### config.mk
export PLATFORM = sky130hd
export DESIGN_NAME = dct_block_sequencer
export DESIGN_NICKNAME = d
export VERILOG_FILES = /design/src/rtl/dct_seq_pkg.sv /design/src/rtl/dct_seq_timer.sv /design/src/rtl/dct_block_sequencer.sv
export SDC_FILE = /design/constraint.sdc
export NUM_CORES = 1
export LEC_CHECK = 0
export ABC_CLOCK_PERIOD_IN_PS = 1500
export BUFFER_PORTS_ARGS = -buffer_cell sky130_fd_sc_hd__buf_2
export CAP_MARGIN = 40
export CORE_ASPECT_RATIO = 2
export CORE_MARGIN = 2
export CORE_UTILIZATION = 35
export CTS_CLUSTER_SIZE = 8
export DETAILED_ROUTE_END_ITERATION = 12
export GPL_TIMING_DRIVEN = 0
export PLACE_DENSITY = 0.58
export SLEW_MARGIN = 15
export SYNTH_ARGS = -nofsm -noshare
export SYNTH_HDL_FRONTEND = slang
export SYNTH_SLANG_ARGS = --single-unit
### constraint.sdc
create_clock -name clk -period 1.5 [get_ports clk]
set_input_delay 0.3 -clock clk [delete_from_list [all_inputs] [get_ports clk]]
set_output_delay 0.3 -clock clk [all_outputs]
set_load 0.01 [all_outputs]
### src/rtl/dct_seq_pkg.sv
// ----------------------------------------------------------------------------
// dct_seq_pkg
// Shared types and constants for the DCT block sequencer.
//   seq_state_e       : sequencer FSM states
//   BLK_PIXELS, IDX_W : block size (8x8) and coefficient index width
//   TMR_W             : width of the FLUSH/WAIT down-counter
// Optional feature macro: DCT_SEQ_ZIGZAG_EN builds the raster-to-zigzag LUT
// and its lookup function.
// ----------------------------------------------------------------------------
package dct_seq_pkg;

    typedef enum logic [2:0] {
        ST_IDLE,
        ST_LOAD,
        ST_FLUSH,
        ST_WAIT,
        ST_DRAIN
    } seq_state_e;

    localparam int unsigned BLK_PIXELS = 64;
    localparam int unsigned IDX_W      = 6;
    localparam int unsigned TMR_W      = 8;

`ifdef DCT_SEQ_ZIGZAG_EN
    // Entry [raster position] = zigzag scan index of that coefficient.
    localparam logic [IDX_W-1:0] ZIGZAG_LUT [BLK_PIXELS] = '{
        6'd0,  6'd1,  6'd5,  6'd6,  6'd14, 6'd15, 6'd27, 6'd28,
        6'd2,  6'd4,  6'd7,  6'd13, 6'd16, 6'd26, 6'd29, 6'd42,
        6'd3,  6'd8,  6'd12, 6'd17, 6'd25, 6'd30, 6'd41, 6'd43,
        6'd9,  6'd11, 6'd18, 6'd24, 6'd31, 6'd40, 6'd44, 6'd53,
        6'd10, 6'd19, 6'd23, 6'd32, 6'd39, 6'd45, 6'd52, 6'd54,
        6'd20, 6'd22, 6'd33, 6'd38, 6'd46, 6'd51, 6'd55, 6'd60,
        6'd21, 6'd34, 6'd37, 6'd47, 6'd50, 6'd56, 6'd59, 6'd61,
        6'd35, 6'd36, 6'd48, 6'd49, 6'd57, 6'd58, 6'd62, 6'd63
    };

    function automatic logic [IDX_W-1:0] raster_to_zigzag(input logic [IDX_W-1:0] pos);
        return ZIGZAG_LUT[pos];
    endfunction
`endif

endpackage

### src/rtl/dct_seq_timer.sv
// ----------------------------------------------------------------------------
// dct_seq_timer
// Loadable down-counter used for the FLUSH and WAIT durations. Loading N makes
// `zero` rise after N further cycles; the counter then holds at zero.
//   clk, rst : clock, asynchronous active-low reset
//   load     : load `value` this cycle
//   value    : count to load
//   zero     : counter is at zero
// ----------------------------------------------------------------------------
module dct_seq_timer
    import dct_seq_pkg::*;
#(
    parameter int unsigned W = TMR_W
) (
    input  logic         clk,
    input  logic         rst,
    input  logic         load,
    input  logic [W-1:0] value,
    output logic         zero
);

    logic [W-1:0] cnt_q, cnt_d;

    always_comb begin
        cnt_d = cnt_q;
        if (load) begin
            cnt_d = value;
        end else if (cnt_q != '0) begin
            cnt_d = cnt_q - W'(1);
        end
    end

    always_ff @(posedge clk or negedge rst) begin
        if (!rst) begin
            cnt_q <= '0;
        end else begin
            cnt_q <= cnt_d;
        end
    end

    assign zero = (cnt_q == '0);

endmodule

### src/rtl/dct_block_sequencer.sv
// ----------------------------------------------------------------------------
// dct_block_sequencer
// Sequences an 8x8 DCT core over a stream of pixel blocks:
// load 64 pixels (valid/ready), pad FLUSH zero beats, wait LATENCY cycles,
// then drain 64 coefficients to a valid-qualified stream with an index.
//   clk, rst            : clock, asynchronous active-low reset
//   in_valid/in_data    : pixel stream in (raster order), in_ready out
//   core_enin/core_din  : core load strobe and data
//   core_enout          : core drain strobe
//   core_dout           : core coefficient output (valid the cycle after enout)
//   out_valid/out_data  : coefficient stream out, out_idx = coefficient index
//   blk_done            : pulse with the last coefficient of a block
//   busy                : FSM is not idle
// Optional feature macro: DCT_SEQ_ZIGZAG_EN makes out_idx the zigzag index.
// ----------------------------------------------------------------------------
module dct_block_sequencer
    import dct_seq_pkg::*;
#(
    parameter int unsigned DW      = 10,
    parameter int unsigned FLUSH   = 2,
    parameter int unsigned LATENCY = 40
) (
    input  logic                 clk,
    input  logic                 rst,
    input  logic                 in_valid,
    input  logic signed [DW-1:0] in_data,
    output logic                 in_ready,
    output logic                 core_enin,
    output logic signed [DW-1:0] core_din,
    output logic                 core_enout,
    input  logic signed [DW-1:0] core_dout,
    output logic                 out_valid,
    output logic signed [DW-1:0] out_data,
    output logic [IDX_W-1:0]     out_idx,
    output logic                 blk_done,
    output logic                 busy
);

    localparam logic [IDX_W-1:0] CNT_LAST = IDX_W'(BLK_PIXELS - 1);
    localparam logic [TMR_W-1:0] FLUSH_LD = TMR_W'(FLUSH - 1);
    localparam logic [TMR_W-1:0] LAT_LD   = TMR_W'(LATENCY - 1);

    seq_state_e       state_q, state_d;
    logic [IDX_W-1:0] cnt_q, cnt_d;
    logic             in_ready_q, in_ready_d;
    logic             core_enout_q, core_enout_d;
    logic             out_valid_q, out_valid_d;
    logic [IDX_W-1:0] out_idx_q, out_idx_d;
    logic             blk_done_q, blk_done_d;
    logic             busy_q, busy_d;

    logic             accept;
    logic             tmr_load;
    logic [TMR_W-1:0] tmr_value;
    logic             tmr_zero;
    logic [IDX_W-1:0] drain_idx;

    dct_seq_timer #(.W(TMR_W)) u_timer (
        .clk   (clk),
        .rst   (rst),
        .load  (tmr_load),
        .value (tmr_value),
        .zero  (tmr_zero)
    );

    assign accept = in_valid & in_ready_q;

`ifdef DCT_SEQ_ZIGZAG_EN
    assign drain_idx = raster_to_zigzag(cnt_q);
`else
    assign drain_idx = cnt_q;
`endif

    // cnt_q counts accepted beats in LOAD and drain beats in DRAIN.
    // The timer is loaded with N-1 on state entry so the state lasts N cycles.
    always_comb begin
        state_d   = state_q;
        cnt_d     = cnt_q;
        tmr_load  = 1'b0;
        tmr_value = '0;
        unique case (state_q)
            ST_IDLE: begin
                if (accept) begin
                    state_d = ST_LOAD;
                    cnt_d   = IDX_W'(1);
                end
            end
            ST_LOAD: begin
                if (accept) begin
                    if (cnt_q == CNT_LAST) begin
                        cnt_d    = '0;
                        tmr_load = 1'b1;
                        if (FLUSH == 0) begin
                            state_d   = ST_WAIT;
                            tmr_value = LAT_LD;
                        end else begin
                            state_d   = ST_FLUSH;
                            tmr_value = FLUSH_LD;
                        end
                    end else begin
                        cnt_d = cnt_q + IDX_W'(1);
                    end
                end
            end
            ST_FLUSH: begin
                if (tmr_zero) begin
                    state_d   = ST_WAIT;
                    tmr_load  = 1'b1;
                    tmr_value = LAT_LD;
                end
            end
            ST_WAIT: begin
                if (tmr_zero) begin
                    state_d = ST_DRAIN;
                end
            end
            ST_DRAIN: begin
                if (cnt_q == CNT_LAST) begin
                    state_d = ST_IDLE;
                    cnt_d   = '0;
                end else begin
                    cnt_d = cnt_q + IDX_W'(1);
                end
            end
            default: begin
                state_d = ST_IDLE;
                cnt_d   = '0;
            end
        endcase
    end

    // Registered outputs: strobes decode the next state; the output stream
    // trails core_enout by one cycle to line up with core_dout.
    always_comb begin
        in_ready_d   = (state_d == ST_IDLE) || (state_d == ST_LOAD);
        core_enout_d = (state_d == ST_DRAIN);
        busy_d       = (state_d != ST_IDLE);
        out_valid_d  = core_enout_q;
        out_idx_d    = core_enout_q ? drain_idx : '0;
        blk_done_d   = core_enout_q && (cnt_q == CNT_LAST);
    end

    always_ff @(posedge clk or negedge rst) begin
        if (!rst) begin
            state_q      <= ST_IDLE;
            cnt_q        <= '0;
            in_ready_q   <= 1'b0;
            core_enout_q <= 1'b0;
            out_valid_q  <= 1'b0;
            out_idx_q    <= '0;
            blk_done_q   <= 1'b0;
            busy_q       <= 1'b0;
        end else begin
            state_q      <= state_d;
            cnt_q        <= cnt_d;
            in_ready_q   <= in_ready_d;
            core_enout_q <= core_enout_d;
            out_valid_q  <= out_valid_d;
            out_idx_q    <= out_idx_d;
            blk_done_q   <= blk_done_d;
            busy_q       <= busy_d;
        end
    end

    assign in_ready   = in_ready_q;
    assign core_enin  = accept | (state_q == ST_FLUSH);
    assign core_din   = accept ? in_data : '0;
    assign core_enout = core_enout_q;
    assign out_valid  = out_valid_q;
    assign out_data   = core_dout;
    assign out_idx    = out_idx_q;
    assign blk_done   = blk_done_q;
    assign busy       = busy_q;

endmodule

-- Word-level counts from Yosys, hierarchy flattened
Cells that the tools add are included.
- bits in registers: 28
- input bits: 23
- output and inout port bits: 32
- add/sub/neg operators: 2
- equal/unequal tests: 9
- muxes and demuxes: 23
- bitwise operators: 3
- reduce and logical (&&, ||, !) cells: 10
- operators by type and width (operator ; number):
    $mux W6 ; 5
    $pmux W6 S4 ; 1
    $mux W3 ; 6
    $mux W8 ; 2
    $pmux W3 S5 ; 1
    $pmux W6 S2 ; 1
    $mux W10 ; 1
    $logic_not A8 Y1 ; 1
    $reduce_bool A8 Y1 ; 1
    $sub A8 B1 Y8 const B ; 1
    $add A6 B1 Y6 const B ; 1
    $eq A3 B1 Y1 const B ; 2
    $eq A3 B2 Y1 const B ; 2
    $eq A3 B3 Y1 const B ; 2
    $eq A6 B6 Y1 const B ; 1
    $logic_not A3 Y1 ; 2
    $mux W1 ; 5
    $ne A2 B2 Y1 const B ; 2
    $reduce_and A3 Y1 ; 1
    $reduce_bool A3 Y1 ; 1
    $pmux W1 S2 ; 1
    $reduce_bool A2 Y1 ; 1
    $reduce_or A2 Y1 ; 1
    $and A1 B1 Y1 ; 1
    other kinds (4) ; 4

-- Depth between registers and ports, before layout
- depth in word-level cells: 6
- mapped depth: 6

-- Modules after synthesis
From an unflattened synthesis, not the netlist that was laid out.
- cells, all modules: 171
- area total of the unflattened synthesis: 1587.8 sq um
- by module, submodules not included (module ; times used ; cells each ; area each (sq um) ; seq. area each (sq um)):
    dct_block_sequencer ; 1 ; 117 ; 1111.1 ; 500.5
    dct_seq_timer ; 1 ; 54 ; 476.7 ; 200.2

-- Worst setup path before layout
Ideal clock, no wire load.
- path type: reg2reg
- from: register u_timer.cnt_q[0]
- to: register state_q[0]
- library setup time: 0.126 ns
- arrival: 1.473 ns
- data required time: 1.374 ns
- slack: -0.099 ns
- cell stages (with the launch flop): 7
- path through: dfrtp_1 -> inv_1 -> ha_1 -> nor4b_2 -> and2_4 -> xnor2_1 -> o22ai_2
- cells in the longest elaborated chain, start to end: 3
- elaborated cells between the ends (all ways): 4
- classes of those cells: 3 x mux; 1 x reduce/logical
- ends and longest elaborated chain (what ; RTL line ; text):
    start, declared ; dct_seq_timer.sv:22 ; logic [W-1:0] cnt_q, cnt_d;
    start signal, assigned ; dct_seq_timer.sv:37 ; cnt_q <= cnt_d;
    $logic_not A8 Y1 * ; dct_seq_timer.sv:41 ; assign zero = (cnt_q == '0);
    $mux W3 (on tied branches) ; dct_block_sequencer.sv:113, dct_block_sequencer.sv:106 ;
    $pmux W3 S5 * ; dct_block_sequencer.sv:81 ; unique case (state_q)
    named net state_d[0] ; dct_block_sequencer.sv:43 ; seq_state_e state_q, state_d;
    end signal, assigned ; dct_block_sequencer.sv:154 ; state_q <= state_d;
    end, declared ; dct_block_sequencer.sv:43 ;
The timed path passes the listed nets; every way through them passes the cells marked *.
A chain may end at the register's enable or synchronous reset.

-- Worst setup path after layout
- from: register u_timer.cnt_q[1]
- to: register u_timer.cnt_q[3]
- cells in the longest elaborated chain, start to end: 4
- elaborated cells between the ends (all ways): 8
- classes of those cells: 1 x add/sub; 4 x mux; 3 x reduce/logical
- ends and longest elaborated chain (what):
    parallel branches: the longest is 4 deep, another holds $sub A8 B1 Y8
Several ways; the timed one is not identified. The select of a mux whose other input is x is not followed.

==> flow_summary.yaml <==
pwr:
  p_int_mw: 1.15
  p_per_area_nw_per_um2: 651
  power_switching_share_pct: 19.8
  max-vdd-ir-drop_mv: 0.350
  cellLeakagePower_nw: 1.16
  switchingPower_mw: 0.284
  pwr-share-comb_pct: 5.0
  pwr-share-clk_pct: 42.4
  seq_power_share_pct: 52.6
route:
  detail_route.iter0.violations: 26
  via_count: 1425
  wl_um: 3870
  avgRoutedWirePerCell_um: 13.6
  dr.pass1.iters: 4
  drc_errors: 0
  ant_nets: 0
  via_per_inst: 5.00
synth:
  yosys-top-cells-area: "dfrtp_1, and3_1, buf_4"
  syn_inst: 162
  synthXorXnorAreaFrac_pct: 2.86
  synth_largest_area_cell: "dfrtp_1"
  synthMuxAreaShare_pct: 1.96
  yosys.area_share.adder_pct: 1.63
  synth_top_family_by_area: "simple AND/OR/NAND/NOR gates"
  synth_top_area_share_pct: 45.8
  ys_async_sr_fraction_pct: 100
  synth.net_count: 187
  syn_area_um2: 1530
  syn_area_per_cell_um2: 9.45
  synthFlopType: "dfrtp_1"
  synth_cell_type_count: 37
  synth_compound_area_share_pct: 12.8
  synth_edf_count: 0
  ys_warn_count: 0
  ys_ff_latch: 28
  synthSimpleGateAreaFrac_pct: 27.1
  yosysSeqAreaShare_pct: 45.8
global_route:
  busiest_layer: "met2"
  grt_use_met2_pct: 30.0
  gr-usage-met1_pct: 17.5
  grt_start_max_net_pins: 29
  grt_pass1_vias: 1356
  grt_pass1_wl_um: 6120
  grt-ovfl-total: 0
  grtUsageTotal_pct: 16.0
  grt_use_met3_pct: 1.85
  antenna_found_initial: 0
die:
  num_rows: 34
  die_area_um2: 4950
  die_h_um: 97.6
  initial_core_util_pct: 35.6
  die_x_um: 50.8
  coreArea_um2: 4300
  pin_count: 55
sta:
  rsz0062_at_grt: "yes"
  drv_slew: 0
  slew_headroom_pct: 58.1
  worst_pin_slew_ns: 0.629
  timing.final.crit_share_pct: 106
  skew_ns: 0.00354
  worst_slack_ns: -0.0908
  fin_crit_ns: 1.59
  hold_viol: 0
  max_freq_ghz: 0.629
  fin_setup_tns_ns: -0.169
  setup_viol: 7
  holdWs_ns: 0.0221
clocking:
  path_clk_slew_ns: 0.10
  cts_made_buffers: 3
  clock_sinks: 28
  clock-root-buffer: "clkbuf_8"
  insertion_delay_ns: 0.28
  cts_tree: "done"
  cts_max_path_buffers: 2
  htree_num_levels: 1
setup_path:
  crit_path_end_kind: "flop"
  crit_type: "reg2reg"
  critPathLaunchType: "flop"
  worstPathRequired_ns: 1.68
  cp_max_fo: 3
  arrival_ns: 1.77
cells_and_area:
  drive_gt1_share_pct: 47.2
  insertedDiodeCount: 0
  finalNonFillerCells: 285
  areaGrowthSynthToFinish_pct: 43.7
  n_fill_cell: 420
  final_nets: 257
placed_design:
  place_inst: 260
  port_buffers: 44
  hpwl_um: 2650
  gp_congestion: 0.784
hold_path:
  hp-class: "in2async"
run_status:
  outcome: "complete, but fails checks"
  violations: "negative setup slack"
run:
  cap_violations: 0
## cell usage after synthesis, drive strengths merged, types with 2 or more instances
master,instances
a21oi,5
a31oi,3
and2,10
and3,14
buf,11
clkbuf,4
dfrtp,28
ha,2
inv,6
mux2i,3
nand2,11
nand2b,4
nand3,7
nor2,12
nor3,5
o21a,3
o21ai,11
o22ai,2
o32ai,2
or2,2
xnor2,4
## sequential cells by signal, summed over array words and instances, names as in the netlist
register       flops
u_timer.cnt_q      8
cnt_q              6
out_idx            6
state_q            3
blk_done           1
busy               1
core_enout         1
in_ready           1
out_valid          1
## what timing repair did
item                       CTS  global route
setup endpoints to repair   27            22
buffers inserted            11            10
pin swaps                    4            11
hold buffers                 0             0
gates cloned                 0             1
gates resized for setup     19            19
## cell usage in the layout, fill, tap and decap left out, drive strengths merged, types with 4 or more instances in the layout
master	synthesis	layout
o21ai	11	11
clkbuf	4	6
dfrtp	28	28
and2	10	10
and3	14	14
buf	11	77
inv	6	6
xnor2	4	4
nand3	7	7
a21oi	5	5
nand2	11	11
nor2	12	12
nand2b	4	4
nor3	5	5
## cell type report
| cell class | instances | area (um2) | area share, % |
|---|---|---|---|
| Multi-Input combinational cell | 113 | 817 | 37.1 |
| Inverter | 6 | 22.5 | 1.02 |
| Clock buffer | 3 | 41.3 | 1.88 |
| Buffer | 15 | 116 | 5.29 |
| Clock inverter | 1 | 30.0 | 1.36 |
| Sequential cell | 28 | 703 | 31.9 |
| Tap cell | 54 | 67.6 | 3.07 |
| Timing Repair Buffer | 65 | 403 | 18.3 |
## kinds of logic after synthesis
group | after synthesis
flip-flops | 28
AO/OA/AOI/OAI | 29
buffers and inverters | 21
multiplexers | 3
AND/OR/NAND/NOR | 74
XOR/XNOR | 5
adder cells (fa/ha/maj) | 2
## stage by stage
stage | area (um2) | power [mW] | setup WS (ns) | util, %
6_report | 2200 | 1.43 | -0.0908 | 51.2
5_1_grt | 2200 | 1.48 | -0.160 | 51.2
4_1_cts | 2040 | 1.44 | -0.0651 | 47.6
3_5_place_dp | 1830 | 0.843 | -0.270 | 42.6
3_3_place_gp | 1830 | 0.842 | -0.259 | 42.6
2_1_floorplan | 1540 | 0.799 | -0.00283 | -
## metal layers
layer | routed length (um) | part of all wire, %
met2 | 2170 | 56
met5 | 0 | 0
met1 | 1450 | 38
met3 | 171 | 4.4
met4 | 72 | 1.9
## worst max-delay path, stage by stage (launching register included)
cell       delay (ns)
dfrtp_1          0.39
inv_2            0.06
ha_4             0.15
nor4b_4          0.12
buf_4            0.15
buf_6            0.11
a2111oi_4        0.29
xnor2_1          0.16
nor2_1           0.07
## power by group through the flow
stage	Combinational (mW)	Sequential (mW)	Clock, mW
2_1_floorplan	0.0298	0.769	0
3_3_place_gp	0.0732	0.769	0
3_5_place_dp	0.0739	0.769	0
4_1_cts	0.0740	0.754	0.609
5_1_grt	0.0808	0.754	0.647
6_report	0.0718	0.754	0.607
## worst paths after layout
check / start / end / slack [ns] / cells after the start
min in group clk: in_valid / cnt_q[0] / 0.50 / 5
worst min register to register: cnt_q[5] / cnt_q[5] / 0.51 / 1
worst min-delay path: rst / out_idx[1] / 0.02 / 1
max in group asynchronous: rst / u_timer.cnt_q[2] / 1.03 / 1
worst max register to register: u_timer.cnt_q[1] / u_timer.cnt_q[3] / -0.09 / 8
worst max-delay path: u_timer.cnt_q[1] / u_timer.cnt_q[3] / -0.09 / 8
(Power assumes the default switching activity.)
